--- src/rtl/stim_loader.sv ---
// Host byte-stream parser: splits headered packets into stimulus words (SFIFO)
// and DI command words (DIFIFO), with write-hold on full and header error counting.
module stim_loader #(
  parameter int unsigned STF_WIDTH     = 24,
  parameter int unsigned CYCLE_RANGE   = 5,
  parameter int unsigned CMD_EXT_WIDTH = 8
) (
  input  logic                                 clock,
  input  logic                                 reset,
  input  logic [7:0]                           in_data,
  input  logic                                 in_valid,
  output logic                                 in_ready,
  output logic [STF_WIDTH+CYCLE_RANGE:0]       sfifo_data,
  output logic                                 sfifo_wrreq,
  input  logic                                 sfifo_wrfull,
  output logic [CMD_EXT_WIDTH+STF_WIDTH-1:0]   dififo_data,
  output logic                                 dififo_wrreq,
  input  logic                                 dififo_wrfull,
  output logic [15:0]                          stim_count,
  output logic [7:0]                           err_count,
  output logic                                 busy
);

  localparam int unsigned NumBytes = STF_WIDTH / 8;
  localparam int unsigned CntW     = (NumBytes > 1) ? $clog2(NumBytes) : 1;
  localparam logic [CntW-1:0] LastByte = CntW'(NumBytes - 1);

  typedef enum logic [1:0] {
    StHdr,
    StCmd,
    StData,
    StWrite
  } state_e;

  state_e                            state_q, state_d;
  logic [STF_WIDTH-1:0]              data_q, data_d;
  logic [CMD_EXT_WIDTH-1:0]          cmd_q, cmd_d;
  logic                              mode_q, mode_d;
  logic [CYCLE_RANGE-1:0]            cyc_q, cyc_d;
  logic                              tgt_di_q, tgt_di_d;
  logic [CntW-1:0]                   cnt_q, cnt_d;
  logic [STF_WIDTH+CYCLE_RANGE:0]    sfifo_data_q, sfifo_data_d;
  logic [CMD_EXT_WIDTH+STF_WIDTH-1:0] dififo_data_q, dififo_data_d;
  logic [15:0]                       stim_count_q, stim_count_d;
  logic [7:0]                        err_count_q, err_count_d;

  logic                              accept;
  logic [STF_WIDTH-1:0]              data_shift;

  // MSB-first: each new byte enters at the bottom, the oldest falls off the top.
  assign data_shift = STF_WIDTH'({data_q, in_data});

  always_comb begin
    state_d       = state_q;
    data_d        = data_q;
    cmd_d         = cmd_q;
    mode_d        = mode_q;
    cyc_d         = cyc_q;
    tgt_di_d      = tgt_di_q;
    cnt_d         = cnt_q;
    sfifo_data_d  = sfifo_data_q;
    dififo_data_d = dififo_data_q;
    stim_count_d  = stim_count_q;
    err_count_d   = err_count_q;
    sfifo_wrreq   = 1'b0;
    dififo_wrreq  = 1'b0;
    in_ready      = (state_q != StWrite);
    busy          = (state_q != StHdr);
    accept        = in_valid & in_ready;

    unique case (state_q)
      StHdr: begin
        if (accept) begin
          cnt_d = '0;
          if (!in_data[7]) begin
            mode_d   = in_data[6];
            cyc_d    = in_data[CYCLE_RANGE-1:0];
            tgt_di_d = 1'b0;
            state_d  = StData;
          end else if (in_data[6:0] == 7'd0) begin
            tgt_di_d = 1'b1;
            state_d  = StCmd;
          end else if (err_count_q != 8'hFF) begin
            err_count_d = err_count_q + 8'd1;
          end
        end
      end
      StCmd: begin
        if (accept) begin
          cmd_d   = CMD_EXT_WIDTH'(in_data);
          state_d = StData;
        end
      end
      StData: begin
        if (accept) begin
          data_d = data_shift;
          if (cnt_q == LastByte) begin
            sfifo_data_d  = {data_shift, cyc_q, mode_q};
            dififo_data_d = {cmd_q, data_shift};
            state_d       = StWrite;
          end else begin
            cnt_d = cnt_q + CntW'(1);
          end
        end
      end
      StWrite: begin
        // Only the target FIFO's full flag matters, and only here.
        if (tgt_di_q) begin
          if (!dififo_wrfull) begin
            dififo_wrreq = 1'b1;
            state_d      = StHdr;
          end
        end else if (!sfifo_wrfull) begin
          sfifo_wrreq  = 1'b1;
          stim_count_d = stim_count_q + 16'd1;
          state_d      = StHdr;
        end
      end
      default: state_d = StHdr;
    endcase
  end

  always_ff @(posedge clock or posedge reset) begin
    if (reset) begin
      state_q       <= StHdr;
      data_q        <= '0;
      cmd_q         <= '0;
      mode_q        <= 1'b0;
      cyc_q         <= '0;
      tgt_di_q      <= 1'b0;
      cnt_q         <= '0;
      sfifo_data_q  <= '0;
      dififo_data_q <= '0;
      stim_count_q  <= '0;
      err_count_q   <= '0;
    end else begin
      state_q       <= state_d;
      data_q        <= data_d;
      cmd_q         <= cmd_d;
      mode_q        <= mode_d;
      cyc_q         <= cyc_d;
      tgt_di_q      <= tgt_di_d;
      cnt_q         <= cnt_d;
      sfifo_data_q  <= sfifo_data_d;
      dififo_data_q <= dififo_data_d;
      stim_count_q  <= stim_count_d;
      err_count_q   <= err_count_d;
    end
  end

  assign sfifo_data  = sfifo_data_q;
  assign dififo_data = dififo_data_q;
  assign stim_count  = stim_count_q;
  assign err_count   = err_count_q;

endmodule

--- config.mk ---
export PLATFORM = sky130hd
export DESIGN_NAME = stim_loader
export DESIGN_NICKNAME = d
export VERILOG_FILES = /design/src/rtl/stim_loader.sv
export SDC_FILE = /design/constraint.sdc
export NUM_CORES = 1
export LEC_CHECK = 0
export CORE_ASPECT_RATIO = 0.8
export CORE_MARGIN = 2
export CORE_UTILIZATION = 51
export CTS_BUF_LIST = sky130_fd_sc_hd__clkbuf_2
export DETAILED_ROUTE_END_ITERATION = 10
export MAX_ROUTING_LAYER = met4
export PLACE_DENSITY = 0.87
export SYNTH_ARGS = -nofsm -noshare
export SYNTH_HDL_FRONTEND = slang
export SYNTH_SLANG_ARGS = --single-unit
--- constraint.sdc ---
create_clock -name clock -period 4.25 [get_ports clock]
set_clock_uncertainty 0.2 [all_clocks]
set_input_delay 0.85 -clock clock [delete_from_list [all_inputs] [get_ports clock]]
set_output_delay 0.85 -clock clock [all_outputs]
set_load 0.05 [all_outputs]
---- Word-level counts from Yosys, hierarchy flattened ----
Cells that the tools add are included.
storage, ports and cells
  output and inout port bits .............. 90
  register bits ........................... 121
operators by class
  equal/unequal tests ..................... 15
  muxes and demuxes ....................... 22
  reductions and logical operators ........ 13
  $add $sub $neg .......................... 3
  bitwise operators ....................... 5
operator list
  operator                                              count
  2-to-1 mux 2 bit                                      12
  adder 16 x 1 -> 16 bit (second input constant)        1
  != test 2 bit (second input constant)                 6
  AND reduction 3 bit                                   4
  != test 3 bit (second input constant)                 3
  adder 8 x 1 -> 8 bit (second input constant)          1
  2-to-1 mux 1 bit                                      8
  != test 8 bit (second input constant)                 1
  one-hot mux 2 bit (4 select lines)                    1
  logical NOT 7 bit                                     1
  AND reduction 7 bit                                   1
  equality test 2 bit (second input constant)           3
  AND reduction 5 bit                                   1
  inverter 1 bit                                        4
  one-hot mux 2 bit (2 select lines)                    1
  AND reduction 2 bit                                   2
  AND reduction 4 bit                                   1
  nonzero test 2 bit                                    2
  adder 2 x 1 -> 2 bit (second input constant)          1
  equality test 2 x 1 -> 1 bit (second input constant)  1
  logical NOT 2 bit                                     1
  != test 2 x 1 -> 1 bit (second input constant)        1
  bitwise AND 1 bit                                     1

---- Longest topological paths before layout ----
  depth in word-level cells ............... 5
  depth in mapped cells ................... 7

---- Least setup slack after synthesis ----
Ideal clock, no wire load.
  path type ............................... input port to output port
  from .................................... input port dififo_wrfull
  to ...................................... output port dififo_wrreq
  data arrival time ....................... 1.504 ns
  path buffers ............................ 0
  cell stages on the path ................. 1
  path slack .............................. 1.696 ns
  data required time ...................... 3.200 ns
  cells stage by stage .................... nor2_1
on the way
  cells in the longest elaborated chain, start to end .. 3
ends and longest elaborated chain
  element             line  text
  start: declaration  18    input logic dififo_wrfull,
  2-to-1 mux 1 bit    109   if (!dififo_wrfull) begin
  2-to-1 mux 1 bit    108   if (tgt_di_q) begin
  2-to-1 mux 1 bit    71    unique case (state_q)
  end: declaration    17    output logic dififo_wrreq,
Every way passes these cells.

---- Worst setup path in the final report ----
  from .................................... input port sfifo_wrfull
  to ...................................... output port sfifo_wrreq
on the way
  cells in the longest elaborated chain, start to end .. 3
ends and longest elaborated chain
  element             line  text
  start: declaration  15    input logic sfifo_wrfull,
  2-to-1 mux 1 bit    113   end else if (!sfifo_wrfull) begin
  2-to-1 mux 1 bit    108
  2-to-1 mux 1 bit    71
  end: declaration    14    output logic sfifo_wrreq,
Every way passes these cells.

==> impl_metrics.env <==
export IMPL_status="finished, final reports clean"
export IMPL_core_um2=8019
export IMPL_dr_first_iter_drc_count=97
export IMPL_tritoncts="yes"
export IMPL_layout_drive_gt1_share=0.2506
export IMPL_routed_wl_um=8007
export IMPL_synthArstFlopShare=1.000
export IMPL_critPathKind="primary input to output pin"
export IMPL_start_util=0.5311
export IMPL_r2r_cells=4
export IMPL_track_usage=0.1940
export IMPL_clkSinkCount=97
export IMPL_cts_setup_buffers=0
export IMPL_hp_class="flip-flop to flip-flop"
export IMPL_crit_top_cell="clkdlybuf4s50_1"
export IMPL_clock_path_buffers=2
export IMPL_fin_setup_tns_ns=0
export IMPL_num_vias=2646
export IMPL_numPortBuffers=102
export IMPL_synth_common_cells="97 x dfrtp_1, 70 x mux2_2, 27 x buf_4"
export IMPL_cts_root_buf="clkbuf_2"
export IMPL_globalplace_congestion=0.8770
export IMPL_die_area_um2=9102
export IMPL_cellPowerDensity_nw_per_um2=720.6
export IMPL_grt_max_degree=63
export IMPL_ys_seq_elements=97
export IMPL_num_antenna_cells=0
export IMPL_critPathMaxFanout=8
export IMPL_tightest_slew_ns=0.7716
export IMPL_synth_top_area_frac=0.5699
export IMPL_slowest_stage="clkdlybuf4s50_1"
export IMPL_leakage_uw=0.002364
export IMPL_slew_violations=0
export IMPL_drc=0
export IMPL_timing_final_ws_setup_ns=0.6627
export IMPL_fin_nets=415
export IMPL_die_width_um=106.2
export IMPL_rrSetupSlack_ns=1.65
export IMPL_cts_max_level=3
export IMPL_synth_seq_area_share=0.5699
export IMPL_vias_per_cell=5.219
export IMPL_cp_startpoint="sfifo_wrfull"
export IMPL_setup_violations=0
export IMPL_grt_pass1_vias=2710
export IMPL_cp_required_ns=3.20
export IMPL_ir_worst_vdd_uv=472.8
export IMPL_cp_cell_sequence="clkdlybuf4s50_1 > nor3b_4 > clkdlybuf4s50_1"
export IMPL_antenna_found_initial=0
export IMPL_yosysMostFrequentCell="dfrtp_1"
export IMPL_rsz0062_at_grt="no"
export IMPL_critical_path_max_stage_delay_ns=0.87
export IMPL_finalCritPeriodShare=0.8441
export IMPL_cts_resized=0
export IMPL_ys_types=40
export IMPL_grt_ovfl_total=0
export IMPL_path_clk_slew_ns=0.24
export IMPL_reg2reg_to="data_q[5]"
export IMPL_hold_end="stim_count[15]"
export IMPL_place_ws_ns=0.6511
export IMPL_start_kind="primary input"
export IMPL_period_minus_slack_ns=3.587
export IMPL_ant_nets=0
export IMPL_dpl_hpwl_um=5680
export IMPL_wire_per_inst_um=15.79
export IMPL_rr_startpoint="state_q[0]"
export IMPL_numCtsBuffers=9
export IMPL_area_growth_pct=24.65
export IMPL_cts_hold_fix_buffers=0
export IMPL_synth_edff_count=0
export IMPL_worst_hold_path_num_cells=1
export IMPL_syn_inst=311
export IMPL_end_kind="output pin"
export IMPL_syn_num_nets=331
export IMPL_clkLatencyLatePin_ns=0.54
export IMPL_hold_viol_final=0
export IMPL_arrival_ns=2.54
export IMPL_row_count=29
export IMPL_hp_start="stim_count[15]"
export IMPL_ys_flop_type="dfrtp_1"
export IMPL_synth_area_per_cell_um2=13.69
export IMPL_ios=103
export IMPL_yosysWarnings=0
export IMPL_firstDrtPassIters=4
export IMPL_fmax_mhz=278.8
export IMPL_relSlewSlack=0.4844
export IMPL_synthTopCellsByArea="dfrtp_1 57%, mux2_2 19%, buf_4 4.8%, xnor2_1 2.5%, ha_1 2.1%"
export IMPL_synth_top_area_cell="dfrtp_1"
export IMPL_grt_pass1_wl_um=13440
export IMPL_die_h_um=85.74
export IMPL_syn_area_um2=4259
export IMPL_drv_cap=0
[sequential cells by signal, summed over array words and instances (netlist names)]
name and cells:
cmd_q 8, cnt_q 2, cyc_q 5, data_q 16, dififo_data 9, err_count 8, mode_q 1, sfifo_data 29
state_q 2, stim_count 16, tgt_di_q 1
[cells in the final DEF (no fill, tap or decap), types with 2 or more instances in the layout]
master	netlist	layout
nand3_2	3	4
xor2_1	7	7
and2_1	2	2
clkbuf_2	0	9
inv_1	8	7
nor2b_1	2	2
mux2_2	70	70
o21ai_0	6	6
clkdlybuf4s50_1	0	102
nor4_1	2	2
nand2_1	15	15
clkinv_1	0	2
nor2_1	6	6
xnor2_1	12	12
ha_1	7	7
nor3_1	2	2
a22oi_1	2	2
dfrtp_1	97	97
nor2_2	2	2
and3_1	3	3
buf_4	27	3
nand3_1	4	3
and4_1	3	3
a21oi_1	6	6
nand4_1	4	4
[power by group]
group | internal, uW | switching, uW
sequential | 1240 | 224
clock | 130 | 290
combinational | 739 | 1210
total | 2110 | 1720
[routing by layer]
| metal | vias to the layer above | track usage | wire length, um |
|---|---|---|---|
| li1 | 1232 | - | - |
| met1 | 1326 | 0.2496 | 3630 |
| met2 | 76 | 0.3100 | 3886 |
| met3 | 12 | 0.04483 | 380 |
| met4 | 0 | 0.05861 | 110 |
| met5 | - | - | 0 |
[worst max-delay path by stage]
stage,to,slack (ns),cells past startpoint
finish,sfifo_wrreq,0.66,3
detailed placement,sfifo_wrreq,0.65,3
global route,sfifo_wrreq,0.58,3
floorplan,cmd_q[0],0.67,1
global placement,sfifo_wrreq,0.70,3
CTS,sfifo_wrreq,0.65,3
[stage by stage]
stage | util | power [uW] | hold slack [ns] | instances | area, um^2
floorplan | - | 2888 | 0.2748 | 311 | 4259
detailed placement | 0.6491 | 3436 | 0.2625 | 492 | 5205
global placement | 0.6491 | 3360 | 0.2606 | 492 | 5205
finish | 0.6620 | 3826 | 0.2854 | 507 | 5309
global route | 0.6620 | 4034 | 0.3073 | 507 | 5309
CTS | 0.6620 | 3864 | 0.2920 | 507 | 5309
[final cells by class]
class / instances / area (um^2)
Fill cell: 623 / 2710
Sequential cell: 97 / 2427
Multi-Input combinational cell: 174 / 1567
Timing Repair Buffer: 105 / 1044
Tap cell: 108 / 135.1
Clock inverter: 6 / 58.81
Clock buffer: 9 / 45.04
Inverter: 8 / 32.53
[critical path, delay by kind of cell]
kind          cells  cell delay [ns]
buf+inv           2             1.32
simple gates      1             0.36
[kinds of logic (layout without fill, tap and decap cells)]
family,count (synthesis),in the layout,share of synthesized area
buffers and inverters,40,128,0.06345
AO/OA/AOI/OAI,20,20,0.02938
adder cells (fa/ha/maj),7,7,0.02056
XOR/XNOR,20,20,0.04289
multiplexers,71,71,0.1874
flip-flops,97,97,0.5699
AND/OR/NAND/NOR,56,56,0.08637
Power figures use the tool's default switching activity.
